## config.mk

```make
export PLATFORM = sky130hd
export DESIGN_NAME = dcache_controller
export DESIGN_NICKNAME = d
export VERILOG_FILES = /design/src/rtl/dcache_controller.sv
export SDC_FILE = /design/constraint.sdc
export NUM_CORES = 1
export LEC_CHECK = 0
export CORE_AREA = 2 2 457 459
export DETAILED_ROUTE_END_ITERATION = 10
export DIE_AREA = 0 0 459 461
export GPL_TIMING_DRIVEN = 1
export PLACE_DENSITY = 0.39
export SLEW_MARGIN = 20
export SYNTH_ARGS = -nofsm -noshare
export SYNTH_HDL_FRONTEND = slang
export SYNTH_SLANG_ARGS = --single-unit
```

## constraint.sdc

```tcl
create_clock -name clk_i -period 11.8 [get_ports clk_i]
set_clock_uncertainty 0.15 [all_clocks]
set_input_delay 1.77 -clock clk_i [delete_from_list [all_inputs] [get_ports clk_i]]
set_output_delay 1.77 -clock clk_i [all_outputs]
set_load 0.01 [all_outputs]
```

## src/rtl/dcache_controller.sv

```systemverilog
// dcache_controller: direct-mapped, write-back, write-allocate L1 data cache.
// Owns tag/valid/dirty; drives the 32x256 data SRAM and the line memory port.
module dcache_controller #(
  parameter int ADDR_W  = 32,
  parameter int INDEX_W = 5,
  parameter int LINE_W  = 256
) (
  input  logic              clk_i,
  input  logic              rst_i,
  input  logic              cpu_req_i,
  input  logic              cpu_write_i,
  input  logic [ADDR_W-1:0] cpu_addr_i,
  input  logic [31:0]       cpu_data_i,
  output logic [31:0]       cpu_data_o,
  output logic              cpu_stall_o,
  output logic [INDEX_W-1:0] sram_addr_o,
  output logic [LINE_W-1:0] sram_data_o,
  output logic              sram_enable_o,
  output logic              sram_write_o,
  input  logic [LINE_W-1:0] sram_data_i,
  output logic              mem_enable_o,
  output logic              mem_write_o,
  output logic [ADDR_W-1:0] mem_addr_o,
  output logic [LINE_W-1:0] mem_data_o,
  input  logic [LINE_W-1:0] mem_data_i,
  input  logic              mem_ack_i
);

  localparam int OFF_W  = $clog2(LINE_W / 8);
  localparam int TAG_W  = ADDR_W - INDEX_W - OFF_W;
  localparam int LINES  = 1 << INDEX_W;
  localparam int WORD_W = OFF_W - 2;

  typedef enum logic [1:0] {
    IDLE,
    WRITEBACK,
    REFILL
  } state_e;

  state_e state_q, state_d;
  logic [LINES-1:0] valid_q, valid_d;
  logic [LINES-1:0] dirty_q, dirty_d;
  logic [TAG_W-1:0] tag_q [LINES];
  logic             tag_we;

  logic [TAG_W-1:0]   cpu_tag;
  logic [INDEX_W-1:0] idx;
  logic [WORD_W-1:0]  word;
  logic               hit;
  logic [LINE_W-1:0]  merged;
  logic               unused_addr;

  assign cpu_tag     = cpu_addr_i[ADDR_W-1 -: TAG_W];
  assign idx         = cpu_addr_i[OFF_W +: INDEX_W];
  assign word        = cpu_addr_i[2 +: WORD_W];
  assign unused_addr = ^cpu_addr_i[1:0];
  assign hit = cpu_req_i & valid_q[idx]
             & (tag_q[idx] == cpu_tag);

  always_comb begin
    state_d       = state_q;
    valid_d       = valid_q;
    dirty_d       = dirty_q;
    tag_we        = 1'b0;
    cpu_data_o    = '0;
    cpu_stall_o   = 1'b0;
    sram_addr_o   = '0;
    sram_data_o   = '0;
    sram_enable_o = 1'b0;
    sram_write_o  = 1'b0;
    mem_enable_o  = 1'b0;
    mem_write_o   = 1'b0;
    mem_addr_o    = '0;
    mem_data_o    = '0;
    merged        = sram_data_i;
    merged[32*word +: 32] = cpu_data_i;
    // Outputs are held quiet for as long as reset is asserted.
    if (rst_i) begin
      sram_addr_o = idx;
      unique case (state_q)
        IDLE: begin
          if (cpu_req_i) begin
            sram_enable_o = 1'b1;
            if (hit && cpu_write_i) begin
              sram_write_o = 1'b1;
              sram_data_o  = merged;
              dirty_d[idx] = 1'b1;
            end else if (hit) begin
              cpu_data_o = sram_data_i[32*word +: 32];
            end else begin
              cpu_stall_o = 1'b1;
              state_d = (valid_q[idx] & dirty_q[idx])
                      ? WRITEBACK : REFILL;
            end
          end
        end
        WRITEBACK: begin
          cpu_stall_o   = 1'b1;
          sram_enable_o = 1'b1;
          mem_enable_o  = 1'b1;
          mem_write_o   = 1'b1;
          mem_addr_o    = {tag_q[idx], idx, {OFF_W{1'b0}}};
          mem_data_o    = sram_data_i;
          if (mem_ack_i) state_d = REFILL;
        end
        REFILL: begin
          cpu_stall_o  = 1'b1;
          mem_enable_o = 1'b1;
          mem_addr_o   = {cpu_tag, idx, {OFF_W{1'b0}}};
          if (mem_ack_i) begin
            sram_enable_o = 1'b1;
            sram_write_o  = 1'b1;
            sram_data_o   = mem_data_i;
            tag_we        = 1'b1;
            valid_d[idx]  = 1'b1;
            dirty_d[idx]  = 1'b0;
            state_d       = IDLE;
          end
        end
        default: state_d = IDLE;
      endcase
    end
  end

  always_ff @(posedge clk_i or negedge rst_i) begin
    if (!rst_i) begin
      state_q <= IDLE;
      valid_q <= '0;
      dirty_q <= '0;
    end else begin
      state_q <= state_d;
      valid_q <= valid_d;
      dirty_q <= dirty_d;
    end
  end

  // Tags need no reset: a line is only trusted once valid is set.
  always_ff @(posedge clk_i) begin
    if (tag_we) tag_q[idx] <= cpu_tag;
  end

endmodule

```

**Yosys cells after proc, flatten, opt, wreduce, memory -nomap -nowiden**

Memories as Yosys holds them, arrays and structs flattened.
Index checks and enable logic that the tools add are counted.
Widths: inputs -> output; s select.

- Order comparisons: 2
- Shift operators: 3
- Equality and inequality tests: 9
- Multipliers: 0
- Add/subtract/negate cells: 1
- Bitwise gates (word level): 7
- Div/mod/pow operators: 0
- Mux-type cells: 54
- Reduce and logical (&&, ||, !) cells: 8

Operators with widths:

| cell | count |
|---|---|
| $mux 256 | 6 |
| $pmux 256 s2 | 1 |
| $mux 32 | 9 |
| $bwmux 256 | 1 |
| $shift 32x34->256 const A | 1 |
| $shiftx 256x9->32 | 1 |
| $shiftx 32x34->256 | 1 |
| $pmux 32 s2 | 2 |
| $or 32x32->32 | 2 |
| $neg 8->34 | 1 |
| $and 32x32->32 | 1 |
| $not 32->32 | 1 |
| $eq 22x22->1 | 1 |
| $mux 1 | 21 |
| $mux 2 | 6 |
| $ne 2x2->1 const B | 6 |
| $bmux 1 s5 | 2 |
| $lt 5x6->1 const B | 1 |
| $pmux 2 s3 | 1 |
| $reduce_and 6->1 | 1 |
| $demux 1 s5 | 1 |
| $ge 5x1->1 const B | 1 |
| $mux 5 | 1 |
| $reduce_and 5->1 | 1 |
| 10 further kinds | 14 |

- Bits in writable memories: 704
- Memories kept: 1
- Bits in registers: 66
- ROM bits: 0
- Bits in latches: 0
- Input bits: 581

Memory list:

| name | words | bits a word | read ports | clocked after memory_dff | wr ports | line | text |
|---|---|---|---|---|---|---|---|
| tag_q | 32 | 22 | 1 | 0 | 1 | 43 | `logic [TAG_W-1:0] tag_q [LINES];` |

**Longest topological paths before layout**

Gate-level depths: netlist of run 1.

- Depth after elaboration: 9
- Mapped depth: 16

**Worst setup path after synthesis of run 1**

Ideal clock, no wire load.

- Kind: input-to-output
- Start point: input port cpu_addr_i[6]
- End point: output port sram_data_o[245]
- Path buffers: 5
- Arrival: 4.921 ns
- Required time: 9.880 ns
- Path slack: 4.959 ns
- Cell stages on the path: 14
- Path through: buf_2 > buf_2 > buf_2 > mux2i_1 > o22ai_1 > nor4_1 > a21oi_1 > or4_1 > nor4_2 > and3_1 > nand4_1 > buf_2 > buf_2 > o21ai_1

- Longest elaborated chain between the ends: 9

RTL lines:

| what | line | text |
|---|---|---|
| start, declared | 12 | `input logic [ADDR_W-1:0] cpu_addr_i,` |
| branches (longest 3 deep; another with $mem_v2 32x22) | -- |  |
| $and 1x1->1 (*) | 58 | `& (tag_q[idx] == cpu_tag);` |
| $logic_and 1x1->1 (*) | 84 | `if (hit && cpu_write_i) begin` |
| $mux 256 (*) | 84 |  |
| $mux 256 (*) | 82 | `if (cpu_req_i) begin` |
| $pmux 256 s2 (*) | 80 | `unique case (state_q)` |
| $mux 256 (*) | 78 | `if (rst_i) begin` |
| end, declared | 17 | `output logic [LINE_W-1:0] sram_data_o,` |

Mark *: on every way between the ends. The select of a mux whose other input is x is not followed.

**Worst setup path in the final report of run 1**

- Start point: input port cpu_addr_i[5]
- End point: output port cpu_data_o[26]

- Longest elaborated chain between the ends: 9

RTL lines:

| what | line | text |
|---|---|---|
| branches (longest 3 deep; another with $mem_v2 32x22) | -- |  |
| $and 1x1->1 (*) | 58 |  |
| $mux 32 or $logic_and 1x1->1 (tied branches) | 88, 84 |  |
| $mux 32 (*) | 84 |  |
| $mux 32 (*) | 82 |  |
| $mux 32 (*) | 80 |  |
| $mux 32 (*) | 78 |  |
| end, declared | 14 | `output logic [31:0] cpu_data_o,` |

Marked as above.

==> summary.txt, run 1 <==
Placement
  – GP Congestion: 1.00
  – Placed cell area: 55,800 µm²
  – I/O Buffers: 1,159
  – Dpl hpwl: between 200 and 300 mm

Detailed routing
  – Initial drt markers: about 4,300
  – Drt total wl: between 300 and 400 mm
  – Via count: 36,000
  – Antenna viol nets, final: 0
  – First-pass DRT Iterations: 5
  – Drt wl/cell: 48.2 µm
  – DRC: 0
  – Via density: approximately 5

Layout
  – Final Cell Area: ~58,000 µm²
  – Final net count: 4,984
  – Area grow syn2layout: 44.7%
  – Layout cells sized above 1: 12.1%
  – # fillers: 21,400
  – Final core occ: 28.3%

Critical path
  – Crit-path cells: clkdlybuf4s50_1 > buf_4 > or4b_2 > o22ai_1 > nor4_1 > a21oi_1 > or4_1 > nor4_4 > and3_1 > nand3_2 > a21oi_1 > clkdlybuf4s50_1
  – CP endpoint kind: primary output
  – Reg2Reg Depth: 7
  – Req. time, crit path: 9.88 ns
  – Buf/Inv on CP: 3
  – Reg2reg start: state_q[0]
  – CP Class: input port to primary output
  – CP top delay family: simple AND/OR/NAND/NOR gates
  – CP arrival: between 8 and 9 ns
  – Startpoint types: input port
  – Crit. path cell count: 12
  – Reg2reg setup slack: between 7 and 8 ns
  – Slowest stage delay, CP: 0.93 ns
  – CP max FO: 15
  – Worst path slowest cell: a21oi_1
  – Critical R2R Capture: tag_q[30][21]

Global route
  – Total GRT Usage: about a third
  – Grt total ovfl: 0
  – Met1 GRT Util: 38.9%
  – Initial antenna violation count: ~130
  – Grt peak-use layer: met2
  – Vias in the first global route: ~34,000
  – First-pass GRT wire length: between 400 and 500 mm
  – Met3 GRT Util: roughly 16%
  – Largest net degree at the start of global routing: 156
  – GR Layer Usage met2: 46.6%

Die
  – Die Wd: between 400 and 500 µm
  – Io pins: 1,167
  – Initial Utilization: 19.6%
  – Die ar.: 212,000 µm²
  – CORE AREA: 206,000 µm²
  – Rows: about 170
  – Die Ht: 461 µm

Clock tree
  – Setup fix buffers added after clock tree synthesis: 0
  – Clock-pin slew on the worst setup and hold paths: 0.06 ns
  – Total CTS buffers: 80
  – CTS Sinks: between 700 and 800
  – Root buf cell: clkbuf_16
  – CTS resizes: 0
  – Worst-Skew Late Latency: 0.68 ns
  – CTS tree: done
  – H-tree levels: 3
  – CTS Hold Buffers Added: 0
  – Clk buf depth: 3

Worst hold path
  – Number of cells on the worst hold path: 1
  – Hold path startpoint: valid_q[8]
  – Hold Path End: valid_q[8]
  – Hold WC Path Type: flip-flop to flip-flop

Power
  – Combinational group share of total power: 25.2%
  – Switch share: 31.7%
  – Power, Total: ~7500 µW
  – Worst vdd ir: 0.103 mV
  – Cell Int Power: 5130 µW
  – Lkg Pwr: 0.0218 µW
  – Pwr/cell area: around 130 nW/µm²
  – Clock share of power: 33.7%
  – Sequential Power Share: around two fifths
  – Net Sw Power: 2390 µW

Timing
  – Setup TNS: 0 ns
  – RSZ-0062 raised after global routing: false
  – Final Hold Vio Count: 0
  – Final Max Slew Viols: 0
  – Crit path time final: roughly 11 ns
  – Tcrit/Tclk final: between 90% and 100%
  – Worst slew margin: between 20% and 30%
  – Worst slew pin tran: 1.12 ns
  – Setup-failing EPs final: 0
  – Max Clk Rate: 93.3 MHz

Synthesis
  – Top cell type by total area after synthesis: edfxtp_1
  – Register area share after synthesis: 56.4%
  – Synth cell types: 54
  – Mean Syn Cell Area: 12.4 µm²
  – Synthesized area: about 40,000 µm²
  – Synth top area cells: edfxtp_1, mux2i_1, and3_1
  – Seq cells post-synth: 770
  – Synthesized instance count: ~3,300
  – Most frequent cell after synthesis: edfxtp_1
  – Most frequent cells after synthesis: edfxtp_1, mux2i_1, nand2_1, and3_1, o21ai_1
  – YS warnings: 0
  – Number of synthesized flops with an enable pin: 704
  – Synth top area share: 52.3%
  – Asr flop ratio synth: 8.57%
  – Most common flop cell mapped by yosys: edfxtp_1

Run
  – Total of max-cap violations: 0

Status
  – Outcome: finished clean
## registers in the layout, indices dropped and copies added, names as in the netlist, named ones only
signal and cells:
state_q 2, tag_q 704, valid_q 32
## area by class of cell
type                            instances  area (µm²)  area share, %
Timing Repair Buffer                 1369       13300           22.8
Tap cell                             2704        3380           5.78
Sequential cell                       770       22800           39.0
Clock inverter                         42         402          0.687
Clock buffer                          104        2160           3.69
Multi-Input combinational cell       2161       16300           27.8
Inverter                               15        56.3         0.0963
Antenna cell                           46         115          0.197
## stage by stage
step                instances  hold WS (ns)  setup WS (ns)
global placement         7019         0.300           1.02
floorplan                3257         0.289           4.96
detailed placement       7019         0.303           1.00
finish                   7211         0.316           1.08
global route             7191         0.329          0.953
CTS                      7165         0.318          0.986
## cells by family after synthesis
family,Yosys count,share of synthesized area [%]
AND/OR/NAND/NOR,885,11.8
flip-flops,770,56.4
multiplexers,724,20.3
AO/OA/AOI/OAI,540,7.54
buffers and inverters,326,3.84
adder cells (fa/ha/maj),6,0.186
other,1,0.00928
XOR/XNOR,1,0.0217
## layer usage
metal | share of wire [%] | up-vias
met4 | 4.1 | 58
met5 | 0.11 | -
met3 | 13 | 363
met2 | 42 | 1801
li1 | - | 14800
met1 | 40 | 19000
## power by group through the flow
stage / Clock [µW] / Sequential (µW) / Combinational, µW
after floorplan: 0 / 3130 / 661
after global placement: 0 / 3140 / 1860
after detailed placement: 0 / 3140 / 1860
after CTS: 2580 / 3080 / 1870
after global routing: 2690 / 3090 / 1940
final: 2540 / 3080 / 1900
## placed cells by master (no fill, tap or decap), types with 46 or more instances in the layout
| master | Yosys | final |
|---|---|---|
| mux2i_1 | 620 | 620 |
| o22ai_1 | 184 | 184 |
| dfrtp_1 | 66 | 66 |
| buf_4 | 9 | 217 |
| and3_1 | 277 | 275 |
| nor4_1 | 49 | 48 |
| a21oi_1 | 58 | 58 |
| clkdlybuf4s50_1 | 0 | 1132 |
| nand2_1 | 356 | 354 |
| o21ai_1 | 255 | 255 |
| mux4_2 | 72 | 72 |
| diode_2 | 0 | 46 |
| clkbuf_16 | 0 | 83 |
| edfxtp_1 | 704 | 704 |
## worst max path at each step
stage	from	endpoint	slack (ns)
2_1_floorplan	cpu_addr_i[6]	sram_data_o[245]	4.96
3_3_place_gp	cpu_addr_i[5]	cpu_data_o[26]	1.02
3_5_place_dp	cpu_addr_i[5]	cpu_data_o[26]	1.00
4_1_cts	cpu_addr_i[5]	cpu_data_o[26]	0.99
5_1_grt	cpu_addr_i[5]	cpu_data_o[26]	0.95
6_report	cpu_addr_i[5]	cpu_data_o[26]	1.08
No activity file was read; power rests on OpenSTA's default activity.
==> run 2, diff against run 1 <==
--- a/config.mk
+++ b/config.mk
@@ -9,7 +9,8 @@
 export DETAILED_ROUTE_END_ITERATION = 10
 export DIE_AREA = 0 0 459 461
 export GPL_TIMING_DRIVEN = 1
-export PLACE_DENSITY = 0.39
+export HOLD_SLACK_MARGIN = 0.08
+export PLACE_DENSITY = 0.52
 export SLEW_MARGIN = 20
 export SYNTH_ARGS = -nofsm -noshare
 export SYNTH_HDL_FRONTEND = slang
==> run 2 against run 1 <==
  * Sequential share of layout area rose by 0.30 points
  * Count of clock-buffer cells in the layout fell by 7
  * Core utilization fell by 0.22 points
  * Setup slack improved by 0.069 ns
  * Total power fell by 1.6%
  * Global-route usage fell by 1.1 points
  * Fmax rose by 0.64%
  * Cell count fell by 0.22%
  * Hold slack got worse by 0.0032 ns
  * Clock power fell by 3%
  * Sequential cell count did not move
  * Sequential power barely moved
==> summary.txt, run 2 (synthesis gave the netlist of run 1 again) <==
Die
  – Die Ht: 461 µm
  – Rows: 167
  – CORE AREA: 206,000 µm²
  – Die ar.: 212,000 µm²
  – Io pins: between 1,000 and 1,500
  – Die Wd: about 460 µm
  – Initial Utilization: 19.6%

Placement
  – Dpl hpwl: 268 mm
  – I/O Buffers: 1,159
  – GP Congestion: 1.02
  – # placed instances: 6,997

Global route
  – Total GRT Usage: between 30% and 40%
  – Initial antenna violation count: 115
  – First-pass GRT wire length: just over 400 mm
  – Vias in the first global route: between 30,000 and 40,000
  – Largest net degree at the start of global routing: 142
  – Grt total ovfl: 0

Power
  – Worst vdd ir: ~0.11 mV
  – Power, Total: 7400 µW
  – Sequential Power Share: 41.7%
  – Net Sw Power: 2320 µW
  – Combinational group share of total power: around 25%
  – Switch share: 31.3%
  – Pwr/cell area: 127 nW/µm²
  – Lkg Pwr: around 0.022 µW
  – Cell Int Power: 5080 µW
  – Clock share of power: 33.3%

Clock tree
  – Total CTS buffers: 82
  – Worst-Skew Late Latency: 0.65 ns
  – CTS resizes: 0
  – Clock-pin slew on the worst setup and hold paths: 0.06 ns
  – CTS tree: done
  – CTS Sinks: 770
  – H-tree levels: 3
  – Setup fix buffers added after clock tree synthesis: 0
  – Root buf cell: clkbuf_16
  – Clk buf depth: 3
  – CTS Hold Buffers Added: 0

Status
  – Outcome: finished clean

Timing
  – Setup-failing EPs final: 0
  – Worst slew pin tran: 1.06 ns
  – Setup TNS: 0 ns
  – Max Clk Rate: 93.9 MHz
  – Worst slew margin: 28.9%
  – Crit path time final: 10.65 ns
  – Final Max Slew Viols: 0
  – RSZ-0062 raised after global routing: false
  – Tcrit/Tclk final: between 90% and 100%
  – Final Hold Vio Count: 0

Layout
  – Layout cells sized above 1: 13.2%
  – Top flop regs: tag_q x704, valid_q x32, state_q x2
  – Max FFs per register: just over 700
  – Highest-count cells in the layout ignoring fill and taps: clkdlybuf4s50_1, edfxtp_1, mux2i_1
  – Area grow syn2layout: 43.6%
  – Multi-input logic area: between 15,000 and 20,000 µm²
  – Register area: 22,800 µm²
  – Most flops, register: tag_q
  – # fillers: 21,400
  – Final net count: roughly 5,000
  – Final Non-Filler Cells: 7,195
  – Commonest non-fill, non-tap cell in the layout: clkdlybuf4s50_1

Detailed routing
  – Initial drt markers: 4,406
  – DRC: 0
  – Antenna viol nets, final: 0
  – Drt total wl: between 300 and 400 mm
  – Drt wl/cell: around 47 µm
  – First-pass DRT Iterations: 8
  – Via count: approximately 36,000
  – Via density: 4.97

Critical path
  – CP Class: input port to primary output
  – CP max FO: 76
  – Req. time, crit path: 9.88 ns
  – CP endpoint kind: primary output
  – Startpoint types: input port
  – CP arrival: around 8.7 ns

Worst hold path
  – Hold WC Path Type: flip-flop to flip-flop

Run
  – Total of max-cap violations: 0
## run 2: cell count changes in the layout (fill, tap and decap cells not counted), moves of 2 or more
cell / before / now
inv_6: 1 / 4
clkbuf_1: 21 / 13
nor2_2: 30 / 0
clkinv_2: 15 / 12
clkdlybuf4s50_1: 1132 / 1038
buf_12: 15 / 11
buf_16: 0 / 2
nor2_4: 3 / 1
bufinv_16: 6 / 4
nor2_1: 34 / 66
clkinv_1: 16 / 29
buf_4: 217 / 291
nand4bb_1: 3 / 0
nand4bb_4: 1 / 5
## run 2: per-stage QoR
stage	hold WS, ns	util [%]	setup slack [ns]	instance area [µm²]
finish	0.313	28.1	1.15	58100
global route	0.325	28.1	0.973	58000
CTS	0.317	28.0	1.22	57900
detailed placement	0.304	26.8	1.24	55400
global placement	0.301	26.8	1.22	55400
floorplan	0.289	-	4.96	40400
## run 2: layer usage
metal,GRT usage (%),wire length (µm)
met2,46.7,149000
met5,0,197
met3,12.7,39000
met4,11.4,13000
met1,37.6,133000
## run 2: layout make-up
type / count / share of cell area (%)
Antenna cell: 47 / 0.203
Timing Repair Buffer: 1349 / 22.3
Tap cell: 2704 / 5.83
Inverter: 15 / 0.0970
Sequential cell: 770 / 39.3
Clock buffer: 97 / 3.71
Multi-Input combinational cell: 2161 / 28.0
Clock inverter: 52 / 0.640
## run 2: worst max-delay path, stage by stage
cell and delay (ns):
clkdlybuf4s50_1 1.16, or4b_2 0.62, buf_4 0.41, o22ai_1 0.12
nor4_1 0.71, a21oi_1 0.21, or4_1 0.56, nor4_4 0.52
and3_1 0.35, nand4_1 0.17, buf_12 0.22, buf_12 0.22
o21ai_1 0.64, clkdlybuf4s50_1 0.84
## run 2: worst paths after layout
path	from	to	slack, ns	depth (start not counted)
setup / recovery	cpu_addr_i[8]	sram_data_o[101]	1.15	14
hold / removal	valid_q[24]	valid_q[24]	0.31	1
setup reg to reg	state_q[0]	tag_q[13][16]	7.24	8
hold reg to reg	valid_q[24]	valid_q[24]	0.31	1
max in group asynchronous	rst_i	state_q[1]	9.58	2
min in group asynchronous	rst_i	valid_q[15]	0.87	1
## run 2: power groups by stage
stage          Clock, µW  Combinational, µW  Sequential (µW)
2_1_floorplan          0                661             3130
3_3_place_gp           0               1830             3140
3_5_place_dp           0               1830             3140
4_1_cts             2490               1840             3080
5_1_grt             2600               1910             3090
6_report            2460               1850             3080
